**config.mk**
```make
export PLATFORM = sky130hd
export DESIGN_NAME = booth_mac_sequencer
export DESIGN_NICKNAME = d
export VERILOG_FILES = /design/src/rtl/booth_mac_sequencer.sv
export SDC_FILE = /design/constraint.sdc
export NUM_CORES = 1
export LEC_CHECK = 0
export ABC_CLOCK_PERIOD_IN_PS = 4300
export BUFFER_PORTS_ARGS = -buffer_cell sky130_fd_sc_hd__buf_2
export CAP_MARGIN = 20
export CORE_AREA = 10 10 87 70
export CTS_CLUSTER_DIAMETER = 80
export DETAILED_ROUTE_END_ITERATION = 10
export DIE_AREA = 0 0 97 80
export PLACE_DENSITY = 0.81
export SETUP_SLACK_MARGIN = 0.1
export SYNTH_ARGS = -nofsm -noshare
export SYNTH_HDL_FRONTEND = slang
export SYNTH_SLANG_ARGS = --single-unit
```
**constraint.sdc**
```tcl
create_clock -name clock -period 4.3 [get_ports clock]
set_input_delay 0.86 -clock clock [delete_from_list [all_inputs] [get_ports clock]]
set_output_delay 0.86 -clock clock [all_outputs]
set_load 0.01 [all_outputs]
```
**src/rtl/booth_mac_sequencer.sv**
```systemverilog
// Booth MAC sequencer: accepts signed 4x4 operand pairs, issues them one at a time to a
// radix-2 Booth multiplier, accumulates the signed products and emits the dot-product
// sum, pair count and status flags once the pair marked last completes.
module booth_mac_sequencer #(
    parameter int unsigned ACC_W   = 16,
    parameter int unsigned CNT_W   = 4,
    parameter int unsigned TIMEOUT = 15
) (
    input  logic             clock,
    input  logic             reset,
    // operand stream
    input  logic             in_valid,
    output logic             in_ready,
    input  logic [3:0]       in_a,
    input  logic [3:0]       in_b,
    input  logic             in_last,
    // multiplier interface
    output logic [3:0]       mul_a,
    output logic [3:0]       mul_b,
    output logic             mul_start,
    input  logic [7:0]       mul_p,
    input  logic             mul_ready,
    // result stream
    output logic             out_valid,
    input  logic             out_ready,
    output logic [ACC_W-1:0] out_sum,
    output logic [CNT_W-1:0] out_count,
    output logic             out_overflow,
    output logic             out_error
);

    localparam int unsigned TMO_W = $clog2(TIMEOUT + 1);
    localparam logic [TMO_W-1:0] TMO_LAST = TMO_W'(TIMEOUT - 1);
    localparam logic [CNT_W-1:0] CNT_MAX = {CNT_W{1'b1}};

    typedef enum logic [1:0] {
        StIdle,
        StIssue,
        StWait,
        StOut
    } state_t;

    state_t state_q, state_d;

    logic [3:0]       a_q, a_d;
    logic [3:0]       b_q, b_d;
    logic             last_q, last_d;
    logic [ACC_W-1:0] acc_q, acc_d;
    logic [CNT_W-1:0] cnt_q, cnt_d;
    logic             ovf_q, ovf_d;
    logic             err_q, err_d;
    logic [TMO_W-1:0] tmo_q, tmo_d;

    logic [ACC_W-1:0] prod_ext;
    logic [ACC_W-1:0] sum;
    logic             sum_ovf;

    // Sign-extend the product and form the wrapped sum with its signed-overflow flag.
    always_comb begin
        prod_ext = ACC_W'($signed(mul_p));
        sum      = acc_q + prod_ext;
        sum_ovf  = (acc_q[ACC_W-1] == prod_ext[ACC_W-1]) &&
                   (sum[ACC_W-1] != acc_q[ACC_W-1]);
    end

    // Next-state logic: operand capture, accumulation, timeout and result handshake.
    always_comb begin
        state_d = state_q;
        a_d     = a_q;
        b_d     = b_q;
        last_d  = last_q;
        acc_d   = acc_q;
        cnt_d   = cnt_q;
        ovf_d   = ovf_q;
        err_d   = err_q;
        tmo_d   = tmo_q;

        unique case (state_q)
            StIdle: begin
                // in_ready is high in this state, so in_valid alone completes the handshake.
                if (in_valid) begin
                    a_d     = in_a;
                    b_d     = in_b;
                    last_d  = in_last;
                    state_d = StIssue;
                end
            end
            StIssue: begin
                tmo_d   = '0;
                state_d = StWait;
            end
            StWait: begin
                // Operands stay frozen here: the multiplier re-reads A on every iteration.
                if (mul_ready) begin
                    acc_d = sum;
                    if (cnt_q != CNT_MAX) begin
                        cnt_d = cnt_q + CNT_W'(1);
                    end
                    if (sum_ovf) begin
                        ovf_d = 1'b1;
                    end
                    state_d = last_q ? StOut : StIdle;
                end else if (tmo_q == TMO_LAST) begin
                    // Multiplier never answered: abort the vector without accumulating.
                    err_d   = 1'b1;
                    state_d = StOut;
                end else begin
                    tmo_d = tmo_q + TMO_W'(1);
                end
            end
            StOut: begin
                if (out_ready) begin
                    acc_d   = '0;
                    cnt_d   = '0;
                    ovf_d   = 1'b0;
                    err_d   = 1'b0;
                    state_d = StIdle;
                end
            end
            default: begin
                state_d = StIdle;
            end
        endcase
    end

    // State and datapath registers with asynchronous active-low reset.
    always_ff @(posedge clock or negedge reset) begin
        if (!reset) begin
            state_q <= StIdle;
            a_q     <= '0;
            b_q     <= '0;
            last_q  <= 1'b0;
            acc_q   <= '0;
            cnt_q   <= '0;
            ovf_q   <= 1'b0;
            err_q   <= 1'b0;
            tmo_q   <= '0;
        end else begin
            state_q <= state_d;
            a_q     <= a_d;
            b_q     <= b_d;
            last_q  <= last_d;
            acc_q   <= acc_d;
            cnt_q   <= cnt_d;
            ovf_q   <= ovf_d;
            err_q   <= err_d;
            tmo_q   <= tmo_d;
        end
    end

    // Outputs come only from registers or the decoded state, never from in_* directly.
    always_comb begin
        in_ready     = (state_q == StIdle);
        mul_start    = (state_q == StIssue);
        out_valid    = (state_q == StOut);
        mul_a        = a_q;
        mul_b        = b_q;
        out_sum      = acc_q;
        out_count    = cnt_q;
        out_overflow = ovf_q;
        out_error    = err_q;
    end

endmodule

```
; Yosys cells after proc, flatten, opt, wreduce, memory -nomap -nowiden
; Index checks and enable logic that the tools add are counted.
[word_totals]
register_bits = 37
latchBits = 0
ramBits = 0
romBits = 0
input_bits = 22
output_inout_bits = 33
elab_cells = 62
n_memories = 0
[op_classes]
addsub = 3
mul = 0
div = 0
n_lt_le_gt_ge = 0
n_eq_ne = 16
n_shift = 0
n_mux = 23
bitwise = 0
n_reduce_logical = 11
[ops]
columns = operator, n
row1 = $mux W16, 2
row2 = $pmux W16 S2, 1
row3 = $mux W4, 5
row4 = $add A16 B16 Y16, 1
row5 = $pmux W4 S2, 2
row6 = $ne A2 B2 Y1 const B, 7
row7 = $reduce_and A4 Y1, 3
row8 = $mux W2, 5
row9 = $reduce_and A3 Y1, 3
row10 = $add A4 B1 Y4 const B, 2
row11 = $pmux W2 S4, 1
row12 = $mux W1, 5
row13 = $eq A2 B2 Y1 const B, 2
row14 = $eq A4 B4 Y1 const B, 1
row15 = $ne A4 B4 Y1 const B, 1
row16 = $pmux W1 S2, 2
row17 = $reduce_bool A2 Y1, 2
row18 = $ne A3 B3 Y1 const B, 1
row19 = $eq A2 B1 Y1 const B, 1
row20 = $logic_not A2 Y1, 1
row21 = $ne A2 B1 Y1 const B, 1
row22 = $reduce_and A2 Y1, 1
row23 = $eq A1 B1 Y1, 1
row24 = $logic_and A1 B1 Y1, 1
row25 = $ne A1 B1 Y1, 1

; Longest topological paths before layout
; Gate-level depths: netlist (run 1).
[depth]
depth_word = 6
ltp_mapped = 8
mapped_depth_nobuf = 8

; Least setup slack after synthesis (run 1)
; Ideal clock, no wire load.
[synth_path]
path_kind = input port to flip-flop
from = input mul_p[0]
to = register acc_q[8] (netlist: out_sum[8])
setup_ns = 0.123
t_arrival_ns = 2.370
path_slack_ns = 1.807
stages = 8
cell_sequence = ha_1 -> fa_1 -> a21oi_1 -> o21ai_0 -> a21o_1 -> a21oi_1 -> mux2i_1 -> nand2_1
[synth_between]
elab_chain_len = 3
[synth_lines]
columns = element, line_no
row1 = start: declaration, 21  ; input logic [7:0] mul_p,
row2 = $add A16 B16 Y16, 61  ; sum = acc_q + prod_ext;
row3 = $mux W16, 94  ; if (mul_ready) begin
row4 = $pmux W16 S2, 78  ; unique case (state_q)
row5 = end signal: assignment, 133  ; acc_q <= '0;
row6 = end signal: assignment, 143  ; acc_q <= acc_d;
row7 = end: declaration, 48  ; logic [ACC_W-1:0] acc_q, acc_d;
; Every way passes these cells. The select of a mux whose other input is x is not followed.
; A chain may end at the register's enable or synchronous reset.

; Worst setup path in the final report (run 1)
[layout_path]
from = input mul_p[0]
to = register acc_q[12] (netlist: out_sum[12])
; Same word-level chain as after synthesis.

==> flow_metrics.py, run 1 <==
metrics = {
    "floorplanning": {
        "dieArea_um2": 7760,
        "initial_core_util_pct": 53.1,
        "die_w_um": 97,
        "die_y_um": 80,
        "num_rows": 21,
        "coreArea_um2": 4390,
        "io_pins": 55,
    },
    "logic_synthesis": {
        "yosysMostFrequentCell": "dfrtp_1",
        "synth_top_cell_area_share_pct": 39.7,
        "synth.cell_area_um2": 2330,
        "synth_cell_types": 47,
        "ys_ff_latch": 37,
        "avgSynthCellArea_um2": 9.67,
        "synthTopCellsByArea": "dfrtp_1, ha_1, mux2_2",
        "synth_flop_cell": "dfrtp_1",
        "synth_edf_count": 0,
        "synth_area_leader_cell": "dfrtp_1",
        "synth_seq_area_share_pct": 39.7,
        "synth_nets": 282,
        "yosys_warnings": 0,
        "synthTopCellsByCount": "dfrtp_1, nand2_1, ha_1, o21ai_0, a21oi_1",
        "synth_cells": 241,
        "synthArstFlopShare_pct": 100,
    },
    "route": {
        "drt_iter0_markers": 56,
        "dr.pass1.iters": 4,
        "routed_wl_mm": 5.22,
        "vias": 1950,
        "drc": 0,
        "drtAntennaViolNets": 0,
        "wire_per_inst_um": 14.8,
        "avgViaCountPerCell": 5.54,
    },
    "clock_network": {
        "htree_levels": 2,
        "clkLatencyLatePin_ns": 0.29,
        "post_cts_resized": 0,
        "cts_buffers": 5,
        "hold_buffers": 0,
        "cts_setup_buffers": 0,
        "cts_root_buffer": "clkbuf_8",
        "clkSlewWorstSetupHoldPaths_ns": 0.07,
        "cts.sinks": 37,
        "cts_tree": "done",
        "ctsLongestPathBuffers": 2,
    },
    "setup_path": {
        "critPathMaxFanout": 3,
        "cp.arrival_ns": 2.72,
        "critPathKind": "in -> reg",
        "cp_data_required_time_ns": 4.48,
        "crit_path_end_kind": "flip-flop",
        "cp-start-kind": "input pin",
    },
    "power_and_ir_drop": {
        "p_int_mw": 1.09,
        "vdd_drop_max_uv": 310,
        "total_leakage_power_nw": 1.34,
        "seq_power_share_pct": 32.7,
        "power_density_nw_per_um2": 707,
        "switching_share_pct": 43.6,
        "netSwitchingPower_mw": 0.840,
        "total_power_mw": 1.93,
        "p_clk_share_pct": 12.7,
        "combinationalPowerShare_pct": 54.6,
    },
    "timing": {
        "fin_crit_ns": 2.55,
        "tns_ns": 0,
        "finClkSkew_ns": 0.00547,
        "hold_slack_ns": 0.502,
        "hold_violations": 0,
        "setup_violations": 0,
        "report.final.slew_viol_count": 0,
        "rsz0062_at_grt": "no",
        "setup_ws_ns": 1.75,
        "max_freq_mhz": 393,
        "fin_crit_sh_pct": 59.2,
        "slew_headroom_pct": 30.6,
        "tightest_slew_ns": 1.04,
    },
    "place": {
        "place_inst": 345,
        "detailed_place.area_um2": 2640,
        "dpl.hpwl_mm": 4.03,
        "preCtsSetupSlack_ns": 1.48,
        "io_buffers": 54,
        "gp_congestion": 0.851,
    },
    "grt": {
        "globalRouteOverflowTotal": 0,
        "grt_pass1_vias": 1970,
        "grt_pass1_wl_mm": 8.89,
        "track_usage_pct": 13.4,
        "antenna_found_initial": 0,
        "grt_max_degree": 38,
    },
    "run": {
        "maxCapViolCount": 0,
    },
    "outcome": {
        "outcome": "finished clean",
    },
    "finish": {
        "drive_gt1_share_pct": 26.1,
        "num_antenna_cells": 0,
        "final_nets": 336,
        "area_growth_pct": 16.9,
        "final_cell_count_no_fill": 352,
        "stdcell_area_um2": 2720,
        "fin_util_pct": 62.1,
    },
    "hold_path": {
        "hp-class": "reg -> reg",
    },
}
critical path, stage by stage:
cell	delay (ns)
buf_2	0.10
ha_1	0.24
fa_1	0.41
a21oi_1	0.18
o21ai_0	0.15
a31oi_1	0.36
o21ai_0	0.18
mux2i_1	0.17
nand2_1	0.07
logic make-up after synthesis:
family	synth area share [%]
simple gates	15.8
compound gates	19.2
flops	39.7
buf+inv	3.38
fa+ha+maj	10.5
xor+xnor	5.64
mux	5.64
registers in the layout (all words and copies together), names as in the netlist:
name and count:
out_sum 16, mul_a 4, mul_b 4, out_count 4
tmo_q 4, state_q 2, last_q 1, out_error 1
out_overflow 1
placed cells by master, fill, tap and decap left out, types with 5 or more instances in the layout:
| master | count |
|---|---|
| mux2_2 | 9 |
| xor2_1 | 5 |
| ha_1 | 18 |
| nor2_1 | 12 |
| inv_1 | 12 |
| a21oi_1 | 13 |
| buf_2 | 54 |
| nand2_1 | 26 |
| nand3_1 | 8 |
| o21ai_1 | 5 |
| nor3_1 | 5 |
| dfrtp_1 | 37 |
| o21ai_0 | 18 |
| xnor2_1 | 10 |
| clkbuf_8 | 6 |
power groups by stage:
stage	Combinational, mW	Clock [mW]	Sequential (mW)
after floorplan	0.726	0	0.661
after global placement	1.03	0	0.630
after detailed placement	1.06	0	0.638
after CTS	1.07	0.251	0.632
after global routing	1.18	0.269	0.654
final	1.05	0.245	0.630
routing by layer:
metal	routed length (µm)	vias up	GRT usage (%)
met5	0	-	0
li1	-	976	-
met3	255	5	3.81
met2	2480	41	22.9
met4	63	0	4.71
met1	2430	928	15.9
worst paths after layout:
path / slack [ns] / startpoint / cells after the start / endpoint
worst max-delay path: 1.75 / mul_p[0] / 9 / out_sum[12]
worst min-delay path: 0.50 / last_q / 1 / last_q
worst max register to register: 2.03 / out_sum[0] / 8 / out_sum[12]
worst min register to register: 0.50 / last_q / 1 / last_q
max in group asynchronous: 3.13 / reset / 1 / tmo_q[3]
min in group asynchronous: 0.66 / reset / 1 / out_sum[9]
final cells by class:
cell class | count | area (µm²)
repair buffers | 54 | 270
clock buffers | 7 | 86.3
well taps | 57 | 71.3
inverters | 12 | 45.0
multi-input cells | 185 | 1330
fillers | 369 | 1660
flip-flops and latches | 37 | 926
(Power assumes the default switching activity.)
==> inputs of run 2 (changes only) <==
--- a/config.mk
+++ b/config.mk
@@ -5,7 +5,7 @@
 export SDC_FILE = /design/constraint.sdc
 export NUM_CORES = 1
 export LEC_CHECK = 0
-export ABC_CLOCK_PERIOD_IN_PS = 4300
+export ABC_CLOCK_PERIOD_IN_PS = 2600
 export BUFFER_PORTS_ARGS = -buffer_cell sky130_fd_sc_hd__buf_2
 export CAP_MARGIN = 20
 export CORE_AREA = 10 10 87 70
==> constraint.sdc (replaced) <==
create_clock -name clock -period 2.6 [get_ports clock]
set_input_delay 0.52 -clock clock [delete_from_list [all_inputs] [get_ports clock]]
set_output_delay 0.52 -clock clock [all_outputs]
set_load 0.01 [all_outputs]
==> run 2 against run 1 <==
Power grew 73%. Critical endpoint is now out_sum[8]. Largest power group unchanged. Hold slack lost 0.18 ns. Clock power grew 120%. Register-to-register slack lost 1.7 ns. Combinational power grew 69%. Cell count grew 0.85%. Clock skew grew 0.0044 ns. Critical path type is now reg -> reg. Final area grew 2.0%. Sequential cell count is the same.
==> flow_metrics.py, run 2 (synthesized netlist as in run 1, its figures left out) <==
metrics = {
    "route": {
        "dr.pass1.iters": 4,
        "drt_iter0_markers": 67,
        "drc": 0,
        "routed_wl_mm": 5.29,
        "wire_per_inst_um": 14.9,
        "avgViaCountPerCell": 5.54,
        "drtAntennaViolNets": 0,
        "vias": 1967,
    },
    "timing": {
        "max_freq_mhz": 445,
        "slew_headroom_pct": 37.7,
        "hold_violations": 0,
        "fin_crit_sh_pct": 86.4,
        "hold_slack_ns": 0.321,
        "tightest_slew_ns": 0.931,
        "fin_crit_ns": 2.25,
        "setup_violations": 0,
        "report.final.slew_viol_count": 0,
        "rsz0062_at_grt": "no",
        "tns_ns": 0,
        "finClkSkew_ns": 0.00982,
    },
    "finish": {
        "register_area_um2": 926,
        "final_nets": 338,
        "layout_commonest_cell": "buf_2",
        "nFillCells": 352,
        "drive_gt1_share_pct": 27.5,
        "multi_input_area_um2": 1330,
        "layout_common_cells": "buf_2, dfrtp_1, nand2_1",
        "fin_util_pct": 63.3,
        "final_cell_count_no_fill": 355,
        "area_growth_pct": 19.3,
        "num_antenna_cells": 0,
        "largest_reg_flops": 16,
    },
    "grt": {
        "grt_pass1_wl_mm": 9.35,
        "globalRouteOverflowTotal": 0,
        "track_usage_pct": 14.2,
        "grt_max_degree": 38,
        "antenna_found_initial": 0,
        "grt_pass1_vias": 2022,
    },
    "setup_path": {
        "cp.depth": 8,
        "cp.arrival_ns": 2.42,
        "cp_slowest_cell": "fa_1",
        "critPathMaxFanout": 3,
        "cp-startpoint": "out_sum[0]",
        "cp.buffers_inverters": 0,
        "crit_path_end_kind": "flip-flop",
        "cp-start-kind": "flip-flop",
        "cp_top_family": "compound AO/OA/AOI/OAI gates",
        "timing.rr.start": "out_sum[0]",
        "critPathKind": "reg -> reg",
        "cpMostUsedCell": "a21oi_1",
        "critPathMaxStageDelay_ns": 0.42,
        "cp_data_required_time_ns": 2.78,
        "ff2ff_path_depth": 8,
        "path_cells": "ha_1 -> fa_1 -> a21oi_1 -> o21ai_0 -> a21o_1 -> a21oi_1 -> mux2i_1 -> nand2_1",
    },
    "clock_network": {
        "cts.sinks": 37,
        "cts_tree": "done",
        "cts_root_buffer": "clkbuf_8",
        "clkSlewWorstSetupHoldPaths_ns": 0.08,
        "clkLatencyLatePin_ns": 0.29,
        "cts_buffers": 5,
        "ctsLongestPathBuffers": 2,
        "htree_levels": 2,
    },
    "place": {
        "io_buffers": 54,
        "dpl.hpwl_mm": 4.03,
        "gp_congestion": 0.874,
        "place_inst": 347,
    },
    "floorplanning": {
        "die_y_um": 80,
        "num_rows": 21,
        "initial_core_util_pct": 53.1,
        "die_w_um": 97,
        "dieArea_um2": 7760,
        "coreArea_um2": 4390,
        "io_pins": 55,
    },
    "run": {
        "maxCapViolCount": 0,
    },
    "power_and_ir_drop": {
        "total_leakage_power_nw": 1.36,
        "switching_share_pct": 42.7,
        "netSwitchingPower_mw": 1.42,
        "combinationalPowerShare_pct": 52.9,
        "total_power_mw": 3.34,
        "vdd_drop_max_uv": 478,
        "seq_power_share_pct": 31.3,
        "p_int_mw": 1.92,
        "power_density_nw_per_um2": 1200,
        "p_clk_share_pct": 15.8,
    },
    "outcome": {
        "outcome": "finished clean",
    },
    "hold_path": {
        "hp-class": "in -> async",
    },
}
[run 2: cell types whose count changed in the layout (fill, tap and decap cells not counted)]
cell	delta
buf_4	+2
a31oi_1	-1
a31oi_2	+1
bufinv_16	+1
clkbuf_1	-1
clkinvlp_4	+1
[run 2: worst paths after layout]
kind | to | slack [ns]
worst max-delay path | out_sum[8] | 0.35
worst min-delay path | mul_a[1] | 0.32
worst max register to register | out_sum[8] | 0.35
worst min register to register | mul_b[0] | 0.50
max in group asynchronous | out_sum[4] | 1.75
min in group clock | mul_a[1] | 0.45
[run 2: cell type report]
cell class	instances	share of cell area [%]
Multi-Input combinational cell	185	47.9
Sequential cell	37	33.3
Timing Repair Buffer	56	10.3
Clock buffer	6	2.97
Tap cell	57	2.57
Inverter	12	1.62
Clock inverter	2	1.35
[run 2: what timing repair did]
item | CTS | global route
resized for setup | 0 | 1
setup buffers | 0 | 0
endpoints found under the setup margin | 0 | 2
hold buffers | 0 | 0
[run 2: per-stage QoR]
step	area [µm²]	setup WS [ns]
3_5_place_dp	2650	0.133
4_1_cts	2770	0.316
3_3_place_gp	2650	0.157
6_report	2780	0.354
5_1_grt	2780	0.158
2_1_floorplan	2330	0.447
[run 2: power groups by stage]
stage,clock (mW),combinational (mW),sequential (mW)
after floorplan,0,1.20,1.09
after global placement,0,1.73,1.04
after detailed placement,0,1.77,1.05
after CTS,0.539,1.78,1.05
after global routing,0.570,2.00,1.09
final,0.529,1.77,1.05
[run 2: routing by layer]
layer	global-route usage [%]	routed length, µm
met4	5.88	76
met2	23.7	2440
met5	0	0
met3	3.72	285
met1	17.2	2490
